## src/rtl/ask_uart_rx_if.sv

```systemverilog
// ask_uart_rx_if
// Read-side bus of the ASK UART receiver FIFO.
//   fifo_out   : head byte of the FIFO (first-word fall-through)
//   fifo_read  : consumer pops the head byte
//   fifo_empty : FIFO holds no bytes
//   fifo_level : number of occupied entries
// Modports: master = receiver (drives data/status), slave = consumer.
interface ask_uart_rx_if;
    logic [7:0]  fifo_out;
    logic        fifo_read;
    logic        fifo_empty;
    logic [15:0] fifo_level;

    modport master (output fifo_out, output fifo_empty, output fifo_level, input fifo_read);
    modport slave  (input fifo_out, input fifo_empty, input fifo_level, output fifo_read);
endinterface

```

## src/rtl/ask_uart_rx.sv

```systemverilog
// ask_uart_rx
// ASK receiver: carrier detect on signed samples -> UART line (carrier = 0,
// silence = 1) -> 8N1 frame decoder -> first-word-fall-through byte FIFO.
// Ports:
//   clk, rst   : single clock, asynchronous active-high reset
//   ask_rx     : signed ASK sample, one per clock
//   clkdiv     : bit period in clk cycles (frames ignored below 4)
//   threshold  : unsigned carrier-detect magnitude, 0 disables detection
//   fifo       : ask_uart_rx_if.master read port (fifo_out/read/empty/level)
//   frame_err  : one-cycle pulse, stop bit sampled as 0
//   overrun    : one-cycle pulse, good byte dropped on a full FIFO
//   line       : demodulated UART line (debug)
// Build option: define ASK_RX_MAJORITY_EN for 2-of-3 majority bit sampling
// (decisions and all FIFO/flag timing move one cycle later).
module ask_uart_rx #(
    parameter int ask_rx_length = 8,
    parameter int SIZE          = 4
) (
    input  logic                            clk,
    input  logic                            rst,
    input  logic signed [ask_rx_length-1:0] ask_rx,
    input  logic [15:0]                     clkdiv,
    input  logic [ask_rx_length-2:0]        threshold,
    ask_uart_rx_if.master                   fifo,
    output logic                            frame_err,
    output logic                            overrun,
    output logic                            line
);
    localparam int MW = ask_rx_length - 1;

    typedef enum logic [1:0] {IDLE, START, DATA, STOP} state_t;

    state_t       state, state_next;
    logic [MW-1:0] mag, mag_neg;
    logic         hit;
    logic [15:0]  hold_ctr;
    logic [15:0]  baud_ctr;
    logic [15:0]  div_l;
    logic [2:0]   bit_ctr;
    logic [7:0]   shift;
    logic         push_r;
    logic         sample_now, sample_val;
    logic         start_det, bit_take, push_now, err_now;

    // Absolute value of the sample. For negatives the low bits of -x equal
    // ~x+1 truncated; the most negative value wraps to 0 there, so it is
    // saturated to all ones instead.
    assign mag_neg = ~ask_rx[MW-1:0] + {{(MW-1){1'b0}}, 1'b1};
    always_comb begin
        mag = ask_rx[MW-1:0];
        if (ask_rx[MW]) begin
            mag = (ask_rx[MW-1:0] == '0) ? '1 : mag_neg;
        end
    end

    assign hit = (threshold != '0) && (mag >= threshold);

    // Carrier detector: the hold counter keeps the line low across the
    // carrier's zero crossings, where single samples fall below threshold.
    always_ff @(posedge clk or posedge rst) begin
        if (rst) begin
            hold_ctr <= '0;
            line     <= 1'b1;
        end else begin
            if (hit) begin
                hold_ctr <= clkdiv >> 2;
            end else if (hold_ctr != 16'd0) begin
                hold_ctr <= hold_ctr - 16'd1;
            end
            line <= ~(hit || (hold_ctr != 16'd0));
        end
    end

`ifdef ASK_RX_MAJORITY_EN
    logic maj_s1, maj_s0, maj_pend;

    // Capture line at baud counts 1 and 0; the vote is taken one cycle later
    // together with the current line value.
    always_ff @(posedge clk or posedge rst) begin
        if (rst) begin
            maj_s1   <= 1'b1;
            maj_s0   <= 1'b1;
            maj_pend <= 1'b0;
        end else begin
            if (baud_ctr == 16'd1) maj_s1 <= line;
            if (baud_ctr == 16'd0) maj_s0 <= line;
            maj_pend <= (state != IDLE) && (baud_ctr == 16'd0);
        end
    end

    assign sample_now = maj_pend;
    assign sample_val = (maj_s1 & maj_s0) | (maj_s1 & line) | (maj_s0 & line);
`else
    assign sample_now = (state != IDLE) && (baud_ctr == 16'd0);
    assign sample_val = line;
`endif

    always_ff @(posedge clk or posedge rst) begin
        if (rst) state <= IDLE;
        else     state <= state_next;
    end

    // Frame sequencing; the strobes drive the datapath register block below.
    always_comb begin
        state_next = state;
        start_det  = 1'b0;
        bit_take   = 1'b0;
        push_now   = 1'b0;
        err_now    = 1'b0;
        case (state)
            IDLE: begin
                if (!line && (clkdiv >= 16'd4)) begin
                    start_det  = 1'b1;
                    state_next = START;
                end
            end
            START: begin
                if (sample_now) state_next = sample_val ? IDLE : DATA;
            end
            DATA: begin
                if (sample_now) begin
                    bit_take = 1'b1;
                    if (bit_ctr == 3'd7) state_next = STOP;
                end
            end
            STOP: begin
                if (sample_now) begin
                    push_now   = sample_val;
                    err_now    = ~sample_val;
                    state_next = IDLE;
                end
            end
            default: state_next = IDLE;
        endcase
    end

    // Baud counter free-runs with the latched period while a frame is in
    // progress, so mid-frame clkdiv changes only affect the next start.
    always_ff @(posedge clk or posedge rst) begin
        if (rst) begin
            baud_ctr  <= '0;
            div_l     <= '0;
            bit_ctr   <= '0;
            shift     <= '0;
            push_r    <= 1'b0;
            frame_err <= 1'b0;
        end else begin
            if (state == IDLE) begin
                if (start_det) begin
                    div_l    <= clkdiv;
                    baud_ctr <= clkdiv >> 1;
                    bit_ctr  <= 3'd0;
                end
            end else if (baud_ctr == 16'd0) begin
                baud_ctr <= div_l - 16'd1;
            end else begin
                baud_ctr <= baud_ctr - 16'd1;
            end
            if (bit_take) begin
                shift[bit_ctr] <= sample_val;
                bit_ctr        <= bit_ctr + 3'd1;
            end
            push_r    <= push_now;
            frame_err <= err_now;
        end
    end

    // FIFO with one extra pointer bit to tell full from empty.
    localparam int DEPTH = 1 << SIZE;

    logic [7:0]  mem [DEPTH];
    logic [SIZE:0] wr_ptr, rd_ptr, level;
    logic        empty, full, do_pop, do_push;

    assign level   = wr_ptr - rd_ptr;
    assign empty   = (wr_ptr == rd_ptr);
    assign full    = (wr_ptr[SIZE] != rd_ptr[SIZE]) &&
                     (wr_ptr[SIZE-1:0] == rd_ptr[SIZE-1:0]);
    assign do_pop  = fifo.fifo_read && !empty;
    // A push into a full FIFO still lands when a pop frees the slot this cycle.
    assign do_push = push_r && (!full || do_pop);
    assign overrun = push_r && full && !fifo.fifo_read;

    always_ff @(posedge clk or posedge rst) begin
        if (rst) begin
            wr_ptr <= '0;
            rd_ptr <= '0;
        end else begin
            if (do_push) wr_ptr <= wr_ptr + 1'b1;
            if (do_pop)  rd_ptr <= rd_ptr + 1'b1;
        end
    end

    // Storage is deliberately not reset.
    always_ff @(posedge clk) begin
        if (do_push) mem[wr_ptr[SIZE-1:0]] <= shift;
    end

    assign fifo.fifo_out   = mem[rd_ptr[SIZE-1:0]];
    assign fifo.fifo_empty = empty;
    assign fifo.fifo_level = {{(15-SIZE){1'b0}}, level};
endmodule

```

## src/flat_wrapper.sv

```systemverilog
// flat-port wrapper written by rule: the top's interface ports become plain ports
module ask_uart_rx_flat 
#(
    parameter int ask_rx_length = 8,
    parameter int SIZE          = 4
)
  (clk, rst, ask_rx, clkdiv, threshold, frame_err, overrun, line, fifo_fifo_out, fifo_fifo_empty, fifo_fifo_level, fifo_fifo_read);
  ask_uart_rx_if fifo_i ();
  input  logic clk;
  input  logic rst;
  input  logic signed [ask_rx_length-1:0] ask_rx;
  input  logic [15:0] clkdiv;
  input  logic [ask_rx_length-2:0] threshold;
  output logic frame_err;
  output logic overrun;
  output logic line;
  output wire logic [$bits(fifo_i.fifo_out)-1:0] fifo_fifo_out;
  output wire logic [$bits(fifo_i.fifo_empty)-1:0] fifo_fifo_empty;
  output wire logic [$bits(fifo_i.fifo_level)-1:0] fifo_fifo_level;
  input wire logic [$bits(fifo_i.fifo_read)-1:0] fifo_fifo_read;
  assign fifo_fifo_out = fifo_i.fifo_out;
  assign fifo_fifo_empty = fifo_i.fifo_empty;
  assign fifo_fifo_level = fifo_i.fifo_level;
  assign fifo_i.fifo_read = fifo_fifo_read;
  ask_uart_rx #(.ask_rx_length(ask_rx_length), .SIZE(SIZE)) u_core (.clk(clk), .rst(rst), .ask_rx(ask_rx), .clkdiv(clkdiv), .threshold(threshold), .fifo(fifo_i), .frame_err(frame_err), .overrun(overrun), .line(line));
endmodule
```

## config.mk

```make
export PLATFORM = sky130hd
export DESIGN_NAME = ask_uart_rx_flat
export DESIGN_NICKNAME = d
export VERILOG_FILES = /design/src/rtl/ask_uart_rx_if.sv /design/src/rtl/ask_uart_rx.sv /design/src/flat_wrapper.sv
export SDC_FILE = /design/constraint.sdc
export NUM_CORES = 1
export LEC_CHECK = 0
export BUFFER_PORTS_ARGS = -buffer_cell sky130_fd_sc_hd__buf_4
export CORE_MARGIN = 4
export CORE_UTILIZATION = 28
export CTS_BUF_LIST = sky130_fd_sc_hd__clkbuf_8
export DETAILED_ROUTE_END_ITERATION = 10
export PLACE_DENSITY_LB_ADDON = 0.1
export SYNTH_ARGS = -nofsm -noshare
export SYNTH_HDL_FRONTEND = slang
export SYNTH_SLANG_ARGS = --single-unit
```

## constraint.sdc

```tcl
create_clock -name clk -period 5.08 [get_ports clk]
set_input_delay 0.254 -clock clk [delete_from_list [all_inputs] [get_ports clk]]
set_output_delay 0.254 -clock clk [all_outputs]
set_load 0.01 [all_outputs]
```

### After elaboration in Yosys (flattened, before gate mapping)

Memory sizes are Yosys's and may differ from the RTL's.
Index checks and enable logic that the tools add are counted.

| cells by class | value |
|---|---|
| muxes and demuxes | 30 |
| bitwise operators | 3 |
| order comparisons | 4 |
| equal/unequal tests | 13 |
| add/subtract/negate cells | 8 |
| reductions and logical operators | 27 |

Operators by type and width:

| kind | number |
|---|---|
| 16-bit two-way mux | 5 |
| 16-bit by 1-bit subtractor with 16-bit output, second input constant | 3 |
| 16-bit by 3-bit >= comparator with 1-bit output, second input constant | 1 |
| 16-bit logical NOT | 1 |
| 16-bit nonzero test | 1 |
| 7-bit two-way mux | 2 |
| 2-bit two-way mux | 6 |
| 2-bit by 1-bit != test with 1-bit output, second input constant | 6 |
| 1-bit two-way mux | 11 |
| 5-bit by 1-bit adder with 5-bit output, second input constant | 2 |
| 1-bit logical AND | 9 |
| 3-bit two-way mux | 3 |
| 8-bit bitwise mux | 1 |
| 2-bit case mux with 4 select lines | 1 |
| 2-bit nonzero test | 4 |
| 7-bit by 1-bit adder with 7-bit output, second input constant | 1 |
| 7-bit >= comparator | 1 |
| 7-bit logical NOT | 1 |
| 7-bit NOT | 1 |
| 7-bit nonzero test | 1 |
| 5-bit equality test | 1 |
| 5-bit AND reduction | 1 |
| 5-bit subtractor | 1 |
| 2-bit equality test, second input constant | 2 |
| other kinds (13) | 19 |

| word-level totals | value |
|---|---|
| output and inout port bits | 28 |
| input bits | 34 |
| RAM bits | 128 |
| logic and storage cells | 97 |
| memories kept | 1 |
| bits in registers | 74 |

Memory list:

| name | depth | width | read ports | clocked after memory_dff | wr ports | RTL line | text |
|---|---|---|---|---|---|---|---|
| u_core.mem | 16 | 8 | 1 | 0 | 1 | ask_uart_rx.sv:171 | `logic [7:0] mem [DEPTH];` |

### Depth between registers and ports, before layout

Gate-level depths: netlist (run 1).

| depth | value |
|---|---|
| word-level depth | 8 |
| mapped depth | 13 |
| gate-level depth less buffers | 12 |

### Worst setup path before layout (run 1)

No wires, ideal clock.

| path | value |
|---|---|
| path type | input -> register |
| from | in ask_rx[2] |
| to | reg u_core.hold_ctr[10] |
| data required time | 4.955 ns |
| path slack | 1.402 ns |
| arrival | 3.553 ns |
| library setup time | 0.125 ns |
| path buffers | 1 |
| stages on the path | 10 |
| cell sequence | or3_1 > or3b_2 > or3b_1 > and2_1 > ha_1 > o21ai_0 > a21oi_1 > o41ai_2 > clkbuf_1 > mux2_2 |

| on the way | value |
|---|---|
| word-level cells in the longest chain between the ends | 7 |
| elaborated cells on any way between the ends | 9 |
| classes of those cells | 1 x add/sub; 1 x order compare; 3 x mux; 1 x bitwise; 3 x reduce/logical |

Ends and longest elaborated chain:

| item | RTL line | text |
|---|---|---|
| from (decl) | flat_wrapper.sv:11 | `input logic signed [ask_rx_length-1:0] ask_rx;` |
| 7-bit NOT | ask_uart_rx.sv:48 | `assign mag_neg = ~ask_rx[MW-1:0] + {{(MW-1){1'b0}}, 1'b1};` |
| 7-bit by 1-bit adder with 7-bit output | ask_uart_rx.sv:48 |  |
| 7-bit two-way mux | ask_uart_rx.sv:52 | `mag = (ask_rx[MW-1:0] == '0) ? '1 : mag_neg;` |
| 7-bit two-way mux * | ask_uart_rx.sv:51 | `if (ask_rx[MW]) begin` |
| 7-bit >= comparator * | ask_uart_rx.sv:56 | `assign hit = (threshold != '0) && (mag >= threshold);` |
| 1-bit logical AND * | ask_uart_rx.sv:56 |  |
| 16-bit two-way mux / 2-bit nonzero test (equally long branches) | -- |  |
| to (signal assigned) | ask_uart_rx.sv:66 | `hold_ctr <= clkdiv >> 2;` |
| to (signal assigned) | ask_uart_rx.sv:68 | `hold_ctr <= hold_ctr - 16'd1;` |
| to (decl) | ask_uart_rx.sv:36 | `logic [15:0] hold_ctr;` |

Every way passes the cells marked *; elsewhere a longest branch is shown, timed or not.
A chain may end at the register's enable or synchronous reset.

### Worst setup path in the final report (run 1)

| path | value |
|---|---|
| from | in ask_rx[2] |
| to | reg u_core.hold_ctr[7] |

Same word-level chain as after synthesis.

==> results of run 1 <==
-- cell usage in the layout, fill, tap and decap left out, drive strengths merged, types with 16 or more instances in the layout --
cell	n
dlygate4sd3	16
and2	23
edfxtp	128
inv	44
nor3	21
ha	21
clkbuf	40
mux2	22
nand2	77
buf	58
xnor2	20
mux4	40
dfrtp	73
nor2	48
a21oi	34
-- registers in the layout, indices dropped and copies added (netlist names), named ones only --
| name | cells |
|---|---|
| u_core.baud_ctr | 16 |
| u_core.bit_ctr | 3 |
| u_core.div_l | 16 |
| u_core.frame_err | 1 |
| u_core.hold_ctr | 16 |
| u_core.line | 1 |
| u_core.mem | 128 |
| u_core.push_r | 1 |
| u_core.rd_ptr | 5 |
| u_core.shift | 8 |
| u_core.state | 1 |
| u_core.wr_ptr | 5 |
-- Yosys cell counts, drive strengths merged, types with 21 or more instances --
master	n
a21oi	34
and2	23
buf	21
dfrtp	73
edfxtp	128
ha	21
inv	25
mux2	22
mux4	40
nand2	77
nor2	48
nor3	21
-- worst max path at each step --
stage,slack [ns],endpoint,depth (start not counted),start
6_report,1.68,u_core.hold_ctr[7],10,ask_rx[2]
5_1_grt,1.54,u_core.hold_ctr[5],10,ask_rx[2]
4_1_cts,1.69,u_core.hold_ctr[7],10,ask_rx[2]
3_5_place_dp,1.10,u_core.hold_ctr[7],10,ask_rx[2]
3_3_place_gp,1.20,u_core.hold_ctr[2],10,ask_rx[2]
2_1_floorplan,1.40,u_core.hold_ctr[10],10,ask_rx[2]
-- area by class of cell --
type	instances	area, µm²
Tap cell	448	560.5
Fill cell	3361	22430
Clock inverter	30	143.9
Clock buffer	40	550.5
Timing Repair Buffer	74	595.6
Sequential cell	202	5698
Multi-Input combinational cell	472	3707
Inverter	25	95.09
-- cells by family (layout without fill, tap and decap cells) --
kind of cell               Yosys count  after routing  synth area share (%)
other                                1             11               0.03883
and+or+nand+nor                    239            239                 12.43
buffers and inverters               64            169                 3.122
xor gates and xnor gates            31             31                 2.812
muxes                               71             71                 12.83
adders and majority gates           22             22                 2.928
AOI/OAI and AO/OA                   98             98                 6.854
DFF                                202            202                 58.99
-- through the flow --
step / setup WS [ns] / area (µm²) / hold WS, ns / power (mW)
4_1_cts: 1.689 / 11350 / 0.03797 / 4.434
3_5_place_dp: 1.103 / 10500 / 0.4681 / 2.946
5_1_grt: 1.539 / 11350 / 0.09080 / 4.622
6_report: 1.680 / 11350 / 0.02248 / 4.337
3_3_place_gp: 1.200 / 10500 / 0.4607 / 2.930
2_1_floorplan: 1.402 / 9694 / 0.3594 / 2.658
-- where the power goes --
| part | switching, mW | internal [mW] | leakage, nW | total (mW) |
|---|---|---|---|---|
| Sequential | 0.155 | 1.85 | 2.39 | 2.01 |
| Clock | 0.694 | 0.741 | 0.415 | 1.44 |
| Combinational | 0.462 | 0.432 | 1.81 | 0.894 |
| Total | 1.31 | 3.02 | 4.62 | 4.34 |
-- critical path: stages --
cell and delay, ns:
sky130_fd_sc_hd__buf_4 0.13, sky130_fd_sc_hd__or3_1 0.39, sky130_fd_sc_hd__or3b_2 0.47, sky130_fd_sc_hd__or3b_1 0.47, sky130_fd_sc_hd__and2_1 0.19, sky130_fd_sc_hd__ha_1 0.27, sky130_fd_sc_hd__o21ai_0 0.18, sky130_fd_sc_hd__a21oi_1 0.13
sky130_fd_sc_hd__o41ai_4 0.91, sky130_fd_sc_hd__mux2_2 0.42
-- layer usage --
layer | GRT usage (%) | share of wire [%] | up-vias
li1 | - | - | 2883
met1 | 17.33 | 46 | 3195
met2 | 21.71 | 48 | 122
met3 | 2.676 | 4.0 | 27
met4 | 3.567 | 1.7 | 0
met5 | 0 | 0 | -
-- timing repair --
action                    4_1_cts  5_1_grt
hold buffers                   16        0
resized for setup               0        0
hold endpoints to repair       31        0
==> results.md, run 1 <==
- The detail-routed via count per cell is 4.823.
- The total negative setup slack is 0 ns.
- The transition at the pin with the smallest max-transition slack is 1.108 ns.
- The cell row count is 67.
- Synthesis produced a netlist whose cell count is 728.
- Once layout is complete, the utilization of the core stands at around a third.
- The number of antenna violations at the first check in global routing was 0.
- Entering global routing, the biggest net connects 75 pins.
- The clock latency on the worst-skew pair is 0.55 ns.
- The final net count is 871.
- For flop-to-flop paths, the worst setup slack is 1.94 ns.
- The H-tree was split into 2 levels.
- The I/O pin count is 62.
- Counting flops with an async set or reset pin after synthesis yields a share of between 30% and 40%.
- The flip-flop cell with the highest count after synthesis is sky130_fd_sc_hd__edfxtp_1.
- The area growth from synthesis to final layout is 17.54%.
- 0 antenna diodes ended up in the layout.
- The final instance count without filler cells is 1291.
- The cell accounting for the most synthesized area is sky130_fd_sc_hd__edfxtp_1.
- The total overflow left after global routing is 0.
- The via count of the first global-routing pass was approximately 6.7k.
- The clock net in this run drives a total of slightly above 200 sinks.
- The average cell area after synthesis is 13.26 µm².
- The count of TritonRoute iterations in the first routing pass is 4.
- For this configuration, the core starts out at a cell density of ~29%.
- Setup violations remaining at the end of the flow were counted as 0.
- The core area is 33780 µm².
- The critical path launch point type is an input port.
- The root buffer cell is sky130_fd_sc_hd__clkbuf_8.
- The DRC violation count after routing is 0.
- The arrival time reported for the critical path endpoint is around 3.8 ns.
- The destination of the worst register-to-register timing path is u_core.mem[6][1].
- TritonCTS built the clock tree.
- Summed over all layers, the routed wires come to 24310 µm.
- After layout, the minimum clock period comes to approximately 3.4 ns.
- The number of endpoints with negative hold slack in the final report is 0.
- The width of the chip is 193.7 µm.
- Synthesis instantiated 65 different standard cells from the library.
- Buffers inserted during clock tree synthesis total 40.
- The share of the yosys chip area belonging to registers is 58.99%.
- The number of buffers between clock root and the deepest sink is 3.
- For this block, the via count after detailed routing is ~6.2k.
- Power spread over the standard cell area amounts to 382.0 nW/µm².
- The final critical path takes up between 60 and 70% of the cycle.
- The number of setup buffers added after CTS is 0.
- In this run, synthesis inferred 128 flip-flops with an integrated enable.
- The worst register-to-register path has a depth of 8.
- At the worst endpoint, the required time is between 5 and 6 ns.
- The die area is 37520 µm².
- The clock skew after layout is approximately 0.036 ns.
- After clock tree synthesis, the clock-pin slew on the worst setup and hold paths is 0.05 ns.
- The fraction of post-synthesis cell area in the top cell type by area is 39.80%.
- Of all nets on the critical path, the largest fanout is 16.
- The remaining antenna violation count after routing is 0.
- The max-capacitance violation count is 0.
- The global-route wire length before repair is 38860 µm.
- The initial DRC count is ~330.
- The cell area after synthesis is 9657 µm².
- The cell count after placement is approximately 1.2k.
- The path type of the worst min-delay path is input port to asynchronous set/reset pin.
- After synthesis the netlist holds a flip-flop and latch count of 202.
- The global-route total usage across every layer is 13.01%.
- For this run, the top clock speed supported by timing is 294.1 MHz.
- The worst ir drop on vdd is 0.1702 mV.
- The classification of the worst setup path is input port to flop.
- The share of cells above drive strength 1 is 21.71%.
- The worst pin sits at a relative slew slack of 24.21%.
- The routability congestion estimate from global placement is just under 0.8.
- The worst setup path is captured at a flop.
- The cell leakage power is 4.615 nW.
- Summed over all nets, the half-perimeter wirelength after detailed placement is about 17000 µm.
- Setup repair after global routing left no endpoint under its margin.
- The total count of max-transition violations in the final report came to 0.
- The per-cell routed wire length is 18.83 µm.
- The count of synthesis-stage warnings from yosys is 0.
- The number of buffer cells added on primary ports is 50.
- The y dimension of the die is 193.7 µm.
- The run finished with clean final reports.
- In this run the critical register-to-register path is launched from u_core.rd_ptr[2].
- In the post-synthesis netlist, the biggest area contributors are sky130_fd_sc_hd__edfxtp_1 40%, sky130_fd_sc_hd__dfrtp_1 19%, sky130_fd_sc_hd__mux4_2 9.3%, sky130_fd_sc_hd__nand2_1 3.0%, sky130_fd_sc_hd__ha_1 2.7%.
(Power assumes the default switching activity.)
==> run 2, diff against run 1 <==
==> constraint.sdc (replaced) <==
create_clock -name clk -period 3.2 [get_ports clk]
set_input_delay 0.16 -clock clk [delete_from_list [all_inputs] [get_ports clk]]
set_output_delay 0.16 -clock clk [all_outputs]
set_load 0.01 [all_outputs]
==> run 2 against run 1 <==
- die area did not move
- non-clock buffer count rose by 17
- clock skew rose by 0.0010 ns
- utilization rose by 0.51 points
- clock-buffer cell count rose by 2
- clock power rose by 66%
- hold slack improved by 0.093 ns
- combinational power rose by 71%
- first-iteration DRC count fell by 1.5%
- sequential power rose by 56%
- critical path type is now flop to flop
==> results.md, run 2 (same netlist as run 1, synthesis figures left out) <==
- The y dimension of the die is 193.7 µm (unchanged).
- The root buffer cell is sky130_fd_sc_hd__clkbuf_8.
- Walking the worst path, the cells encountered are or4_4 > or2_2 > nor2_1 > a21oi_1 > ha_1 > nor3b_1 > nand2b_1 > a31oi_1 > and2_1 > and4_1 > o31ai_1.
- The number of clock buffers inserted by TritonCTS is 39 (-2.5%).
- The register-to-register path setup slack is 0.23 ns (-1.71 ns).
- The total vias in the final route was 6261 (+0.55%).
- The cell row count is 67 (unchanged).
- The headroom to the max-slew limit is 20.40% (-3.8 points).
- The path type of the worst min-delay path is input port to flop.
- The largest fanout on the critical path was 7 (-9).
- Relative to the synthesized area, the layout overhead comes to 19.33%.
- The area of the multi-input gates is 3710 µm² (about the same).
- The overall power after layout was 7.058 mW (+63%).
- The critical path launch point type is a flop.
- The CTS tree is yes.
- The width of the chip came to 193.7 µm (unchanged).
- The final critical delay including setup and external delays is 2.967 ns.
- The number of cells traversed by the worst hold path is 3.
- The total count of max-transition violations in the final report came to 0 (unchanged).
- The area used by sequential logic in the layout is 5698 µm² (unchanged).
- The summed area of non-filler cells in the final layout is 11520 µm² (+1.5%).
- The flow ran to the end, and the final reports show no timing, DRC or antenna violations.
- The post-route clock period utilization is 92.72%.
- The flip-flop count of the largest register after layout is 128 (unchanged).
- The clock skew after layout is 0.03659 ns (+0.001029 ns).
- The arrival time reported for the critical path endpoint was 3.42 ns (-0.40 ns).
- Setup repair after global routing left no endpoint under its margin.
- The final wirelength is 24940 µm (+2.6%).
- In the layout the commonest cells are 128 x sky130_fd_sc_hd__edfxtp_1, 77 x sky130_fd_sc_hd__nand2_1, 73 x sky130_fd_sc_hd__buf_4.
- The core area is 33780 µm² (unchanged).
- The clock latency on the worst-skew pair came to 0.55 ns (about the same).
- The routability congestion estimate from global placement is 0.8211 (+3.9%).
- The largest net degree at the start of global routing is 36 (-52%).
- The worst hold slack is 0.1155 ns (+0.09305 ns).
- The total negative setup slack was 0 ns (unchanged).
- The total congestion overflow after global routing is 0 (unchanged).
- The transition at the pin with the smallest max-transition slack is 1.190 ns (+0.08151 ns).
- In this run the critical register-to-register path is captured at u_core.baud_ctr[12].
- The setup slack of the critical path after layout is 0.2330 ns (-1.447 ns).
- The global-route total usage across every layer came to 13.09% (+0.070 points).
- STA classifies the critical path endpoint as a flop.
- The ratio of total power to cell area came to 612.5 nW/µm² (+60%).
- The critical register-to-register path startpoint is u_core.baud_ctr[4].
- The H-tree depth came to 2 (unchanged).
- The number of diodes added for antenna fixing came to 0 (unchanged).
- The cell leakage power came to 4.713 nW (+2.1%).
- The final setup violation count was 0 (unchanged).
- The most common cell after layout, fill and taps aside is sky130_fd_sc_hd__edfxtp_1.
- The number of antenna violations at the first check in global routing is 0 (unchanged).
- The remaining antenna violation count after routing was 0 (unchanged).
- The critical path required time is 3.65 ns (-1.85 ns).
- The number of endpoints with negative hold slack in the final report is 0 (unchanged).
- The maximum single-stage delay on the critical path is 0.57 ns (-0.34 ns).
- The die area was 37520 µm² (unchanged).
- The detail-routed via count per cell was 4.794 (-0.61%).
- The post-cts resize count came to 0 (unchanged).
- The I/O pin count was 62 (unchanged).
- The share of cells above drive strength 1 is 23.43% (+1.7 points).
- The max-capacitance violation count is 0 (unchanged).
- The per-cell routed wire length was 19.09 µm (+1.4%).
- The classification of the worst setup path is flop to flop.
- The startpoint identified for the worst hold timing path is fifo_fifo_read.
- The pre-CTS setup slack is -0.03316 ns (-1.136 ns).
- The DRC violation count after routing is 0 (unchanged).
- The total cell area at the placement stage is 10630 µm² (+1.3%).
- The global-route wire length before repair is 38990 µm (+0.34%).
- The final net count is 887 (+1.8%).
- The half-perimeter wire length after detailed placement came to 17080 µm (+3.4%).
- The worst ir drop on vdd is 0.2938 mV (+73%).
- The final-layout fill cell count is 3348 (-0.39%).
- The achievable frequency is around 340 MHz.
- The number of buffers between clock root and the deepest sink is 3 (unchanged).
- The highest-delay cell along the critical path is sky130_fd_sc_hd__or4_4.
- The initial cell density of the core is 28.58% (unchanged).
- The count of TritonRoute iterations in the first routing pass is 6 (+2).
- The worst reg-to-reg path cell count is 11 (+3).
- The clock net sink count is 202 (unchanged).
- The clock-pin transition on the worst setup and hold timing paths is 0.06 ns (about the same).
- The number of buffer cells added on primary ports is 50 (unchanged).
- The via count of the first global-routing pass came to 6783 (+1.6%).
- The worst hold path terminates at u_core.rd_ptr[0].
- The initial DRC count was 321 (-1.5%).
-- run 2: repair_timing --
action                                  CTS  global route
setup buffers                             0             0
endpoints found under the setup margin    0             0
hold endpoints to repair                 68             0
hold buffers                             17             0
-- run 2: worst max-delay path: cells and delay by family, from the launching register on --
kind | cells | cell delay [ns]
AO/OA/AOI/OAI | 3 | 0.38
adder cells (fa/ha/maj) | 1 | 0.23
flip-flops | 1 | 0.43
AND/OR/NAND/NOR | 7 | 1.83
-- run 2: worst max path at each step --
stage / startpoint / to / slack, ns
after detailed placement: ask_rx[2] / u_core.hold_ctr[6] / -0.03
final: u_core.baud_ctr[4] / u_core.baud_ctr[12] / 0.23
after global routing: u_core.baud_ctr[4] / u_core.baud_ctr[12] / 0.02
after floorplan: ask_rx[2] / u_core.hold_ctr[10] / 0.02
after global placement: ask_rx[2] / u_core.hold_ctr[7] / 0.05
after CTS: u_core.rd_ptr[0] / fifo_fifo_out[2] / 0.13
-- run 2: metrics by stage --
stage | instances | utilization, %
4_1_cts | 1306 | 34.11
2_1_floorplan | 738 | -
6_report | 1306 | 34.11
5_1_grt | 1306 | 34.11
3_5_place_dp | 1221 | 31.47
3_3_place_gp | 1221 | 31.47
-- run 2: power by group --
| group | total, mW | switching (mW) | internal [mW] | leakage [nW] |
|---|---|---|---|---|
| sequential | 3.14 | 0.199 | 2.94 | 2.39 |
| combinational | 1.53 | 0.807 | 0.720 | 1.90 |
| clock | 2.39 | 1.10 | 1.29 | 0.422 |
-- run 2: final cells by class --
cell class | count | share of cell area (%)
inverters | 25 | 0.8252
repair buffers | 91 | 6.406
clock buffers | 42 | 5.016
flip-flops and latches | 202 | 49.45
multi-input cells | 472 | 32.19
well taps | 448 | 4.864
clock inverters | 26 | 1.249
-- run 2: metal layers --
metal	track usage (%)	routed length [µm]	up-vias
met5	0	0	-
met4	4.537	695	0
met3	2.189	966	52
met2	22.22	12290	148
met1	17.01	10980	3153
li1	-	-	2908
==> run 3, diff against run 2 <==
--- a/config.mk
+++ b/config.mk
@@ -10,6 +10,7 @@
 export CORE_UTILIZATION = 28
 export CTS_BUF_LIST = sky130_fd_sc_hd__clkbuf_8
 export DETAILED_ROUTE_END_ITERATION = 10
+export MAX_ROUTING_LAYER = met4
 export PLACE_DENSITY_LB_ADDON = 0.1
 export SYNTH_ARGS = -nofsm -noshare
 export SYNTH_HDL_FRONTEND = slang
==> run 3 against run 2 <==
- sequential cell count did not move
- die area did not move
- sequential power barely moved
- critical path type unchanged
==> results.md, run 3 (same netlist as run 1, synthesis figures left out) <==
- The maximum single-stage delay on the critical path came to 0.57 ns (about the same).
- The share of cells above drive strength 1 came to 23.43% (unchanged).
- The clock latency on the worst-skew pair is 0.55 ns (about the same).
- The largest fanout on the critical path is 7 (unchanged).
- The number of antenna violations at the first check in global routing is 0 (unchanged).
- The detail-routed via count per cell came to 4.816 (+0.46%).
- Setup repair after global routing left no endpoint under its margin.
- The number of buffer cells added on primary ports was 50 (unchanged).
- The area growth from synthesis to final layout is 19.33% (unchanged).
- The signal on the critical path passes through or4_4 > or2_2 > nor2_1 > a21oi_1 > ha_1 > nor3b_1 > nand2b_1 > a31oi_1 > and2_1 > and4_1 > o31ai_1.
- The setup slack of the critical path after layout came to 0.2480 ns (+0.01501 ns).
- Leaving out fill and tap cells, the most frequent cells in the layout are 128 x sky130_fd_sc_hd__edfxtp_1, 77 x sky130_fd_sc_hd__nand2_1, 73 x sky130_fd_sc_hd__buf_4.
- The initial cell density of the core is 28.58% (unchanged).
- The total cell area at the placement stage is 10630 µm² (unchanged).
- The y dimension of the die is 193.7 µm (unchanged).
- The clock-pin transition on the worst setup and hold timing paths is 0.06 ns (about the same).
- The achievable frequency is 338.8 MHz (+0.51%).
- The count of TritonRoute iterations in the first routing pass came to 5 (-1).
- The total vias in the final route was 6290 (+0.46%).
- The cell family contributing the most delay on the critical path is simple AND/OR/NAND/NOR gates.
- The critical path required time was 3.66 ns (about the same).
- The cell row count was 67 (unchanged).
- The most common cell after layout, fill and taps aside is sky130_fd_sc_hd__edfxtp_1.
- The final setup violation count is 0 (unchanged).
- The flip-flop count of the largest register after layout is 128 (unchanged).
- The half-perimeter wire length after detailed placement was 17080 µm (unchanged).
- The DRC violation count after routing is 0 (unchanged).
- The I/O pin count came to 62 (unchanged).
- The max-capacitance violation count came to 0 (unchanged).
- The transition at the pin with the smallest max-transition slack is 1.179 ns (-0.01068 ns).
- The classification of the worst setup path is flop to flop.
- The arrival time reported for the critical path endpoint is 3.41 ns (about the same).
- The root buffer cell chosen for the clock tree is sky130_fd_sc_hd__clkbuf_8.
- The via count of the first global-routing pass was 6770 (-0.19%).
- The initial DRC count is 396 (+23%).
- The total count of max-transition violations in the final report is 0 (unchanged).
- The number of endpoints with negative hold slack in the final report was 0 (unchanged).
- The remaining antenna violation count after routing is 0 (unchanged).
- STA classifies the critical path endpoint as a flop.
- The area of the multi-input gates was 3710 µm² (unchanged).
- The cell leakage power is 4.713 nW (unchanged).
- The area used by sequential logic in the layout is 5698 µm² (unchanged).
- The number of buffer and inverter instances along the worst setup path came to 0 (unchanged).
- The routability congestion estimate from global placement is 0.8334 (+1.5%).
- The summed area of non-filler cells in the final layout is 11520 µm² (unchanged).
- The clock net sink count was 202 (unchanged).
- The pre-CTS setup slack was -0.03316 ns (unchanged).
- The H-tree depth is 2 (unchanged).
- The final critical delay including setup and external delays was 2.952 ns (-0.01501 ns).
- The core area was 33780 µm² (unchanged).
- The width of the chip came to 193.7 µm (unchanged).
- The final net count is 887 (unchanged).
- The critical path launch point type is a flop.
- The CTS tree is yes.
- The number of buffers added for setup after CTS is 0 (unchanged).
- The final-layout fill cell count is 3348 (unchanged).
- The per-cell routed wire length is 19.09 µm (about the same).
- The worst ir drop on vdd is 0.2913 mV (-0.87%).
- The global-route wire length before repair is 39010 µm (about the same).
- The total congestion overflow after global routing is 0 (unchanged).
- The number of buffers between clock root and the deepest sink is 3 (unchanged).
- The number of clock buffers inserted by TritonCTS is 39 (unchanged).
- The slowest stage of the critical path is the sky130_fd_sc_hd__or4_4 cell.
- The headroom to the max-slew limit came to 21.11% (+0.71 points).
- The largest net degree at the start of global routing is 36 (unchanged).
- The path type of the worst min-delay path is input port to flop.
- The clock skew after layout is 0.03510 ns (-0.001491 ns).
- The number of diodes added for antenna fixing is 0 (unchanged).
- The post-route clock period utilization is 92.25% (-0.47 points).
- The final wirelength was 24930 µm (about the same).
- The ratio of total power to cell area is 612.2 nW/µm² (about the same).
- The run finished with clean final reports.
- The die area is 37520 µm² (unchanged).
- The global-route total usage across every layer is 13.48% (+0.40 points).
run 3: final timing paths:
path                       depth (start not counted)  slack, ns          startpoint                  end
max                                               11       0.25  u_core.baud_ctr[4]  u_core.baud_ctr[12]
min                                                3       0.11      fifo_fifo_read     u_core.rd_ptr[0]
min in group asynchronous                          3       0.22                 rst    u_core.bit_ctr[1]
max in group asynchronous                          4       2.22                 rst  u_core.hold_ctr[12]
max reg2reg                                       11       0.25  u_core.baud_ctr[4]  u_core.baud_ctr[12]
min reg2reg                                        1       0.49    u_core.rd_ptr[4]     u_core.rd_ptr[4]
run 3: metal layers:
layer | share of wire, % | vias up | GRT usage (%)
met3 | 3.8 | 55 | 2.155
met2 | 49 | 151 | 22.30
met5 | 0 | - | -
li1 | - | 2909 | -
met1 | 44 | 3175 | 16.98
met4 | 2.9 | 0 | 4.537
run 3: power breakdown:
group | switching [mW] | internal [mW]
Sequential | 0.196 | 2.94
Clock | 1.10 | 1.29
Combinational | 0.806 | 0.720
run 3: final cells by class:
class / count / area share (%)
Clock buffer: 42 / 5.016
Inverter: 25 / 0.8252
Clock inverter: 26 / 1.249
Sequential cell: 202 / 49.45
Multi-Input combinational cell: 472 / 32.19
Timing Repair Buffer: 91 / 6.406
Tap cell: 448 / 4.864
run 3: worst register-to-register path: cells and delay by family (launching register included):
family,cells,cell delay [ns]
simple gates,7,1.83
flops,1,0.43
compound gates,3,0.37
fa+ha+maj,1,0.22
run 3: repair_timing:
| action | 4_1_cts | 5_1_grt |
|---|---|---|
| hold endpoints to repair | 68 | 0 |
| hold buffers | 17 | 0 |
| gates resized for setup | 0 | 0 |
run 3: metrics by stage:
step                      utilization, %  hold slack, ns  total power, mW  std cells  TNS, ns
after floorplan                        -          0.2654            4.230        738        0
after global placement             31.47          0.2364            4.713       1221        0
after detailed placement           31.47          0.2331            4.737       1221  -0.1628
after CTS                          34.11         0.07315            7.218       1306        0
after global routing               34.11          0.1094            7.486       1306        0
final                              34.11          0.1148            7.055       1306        0
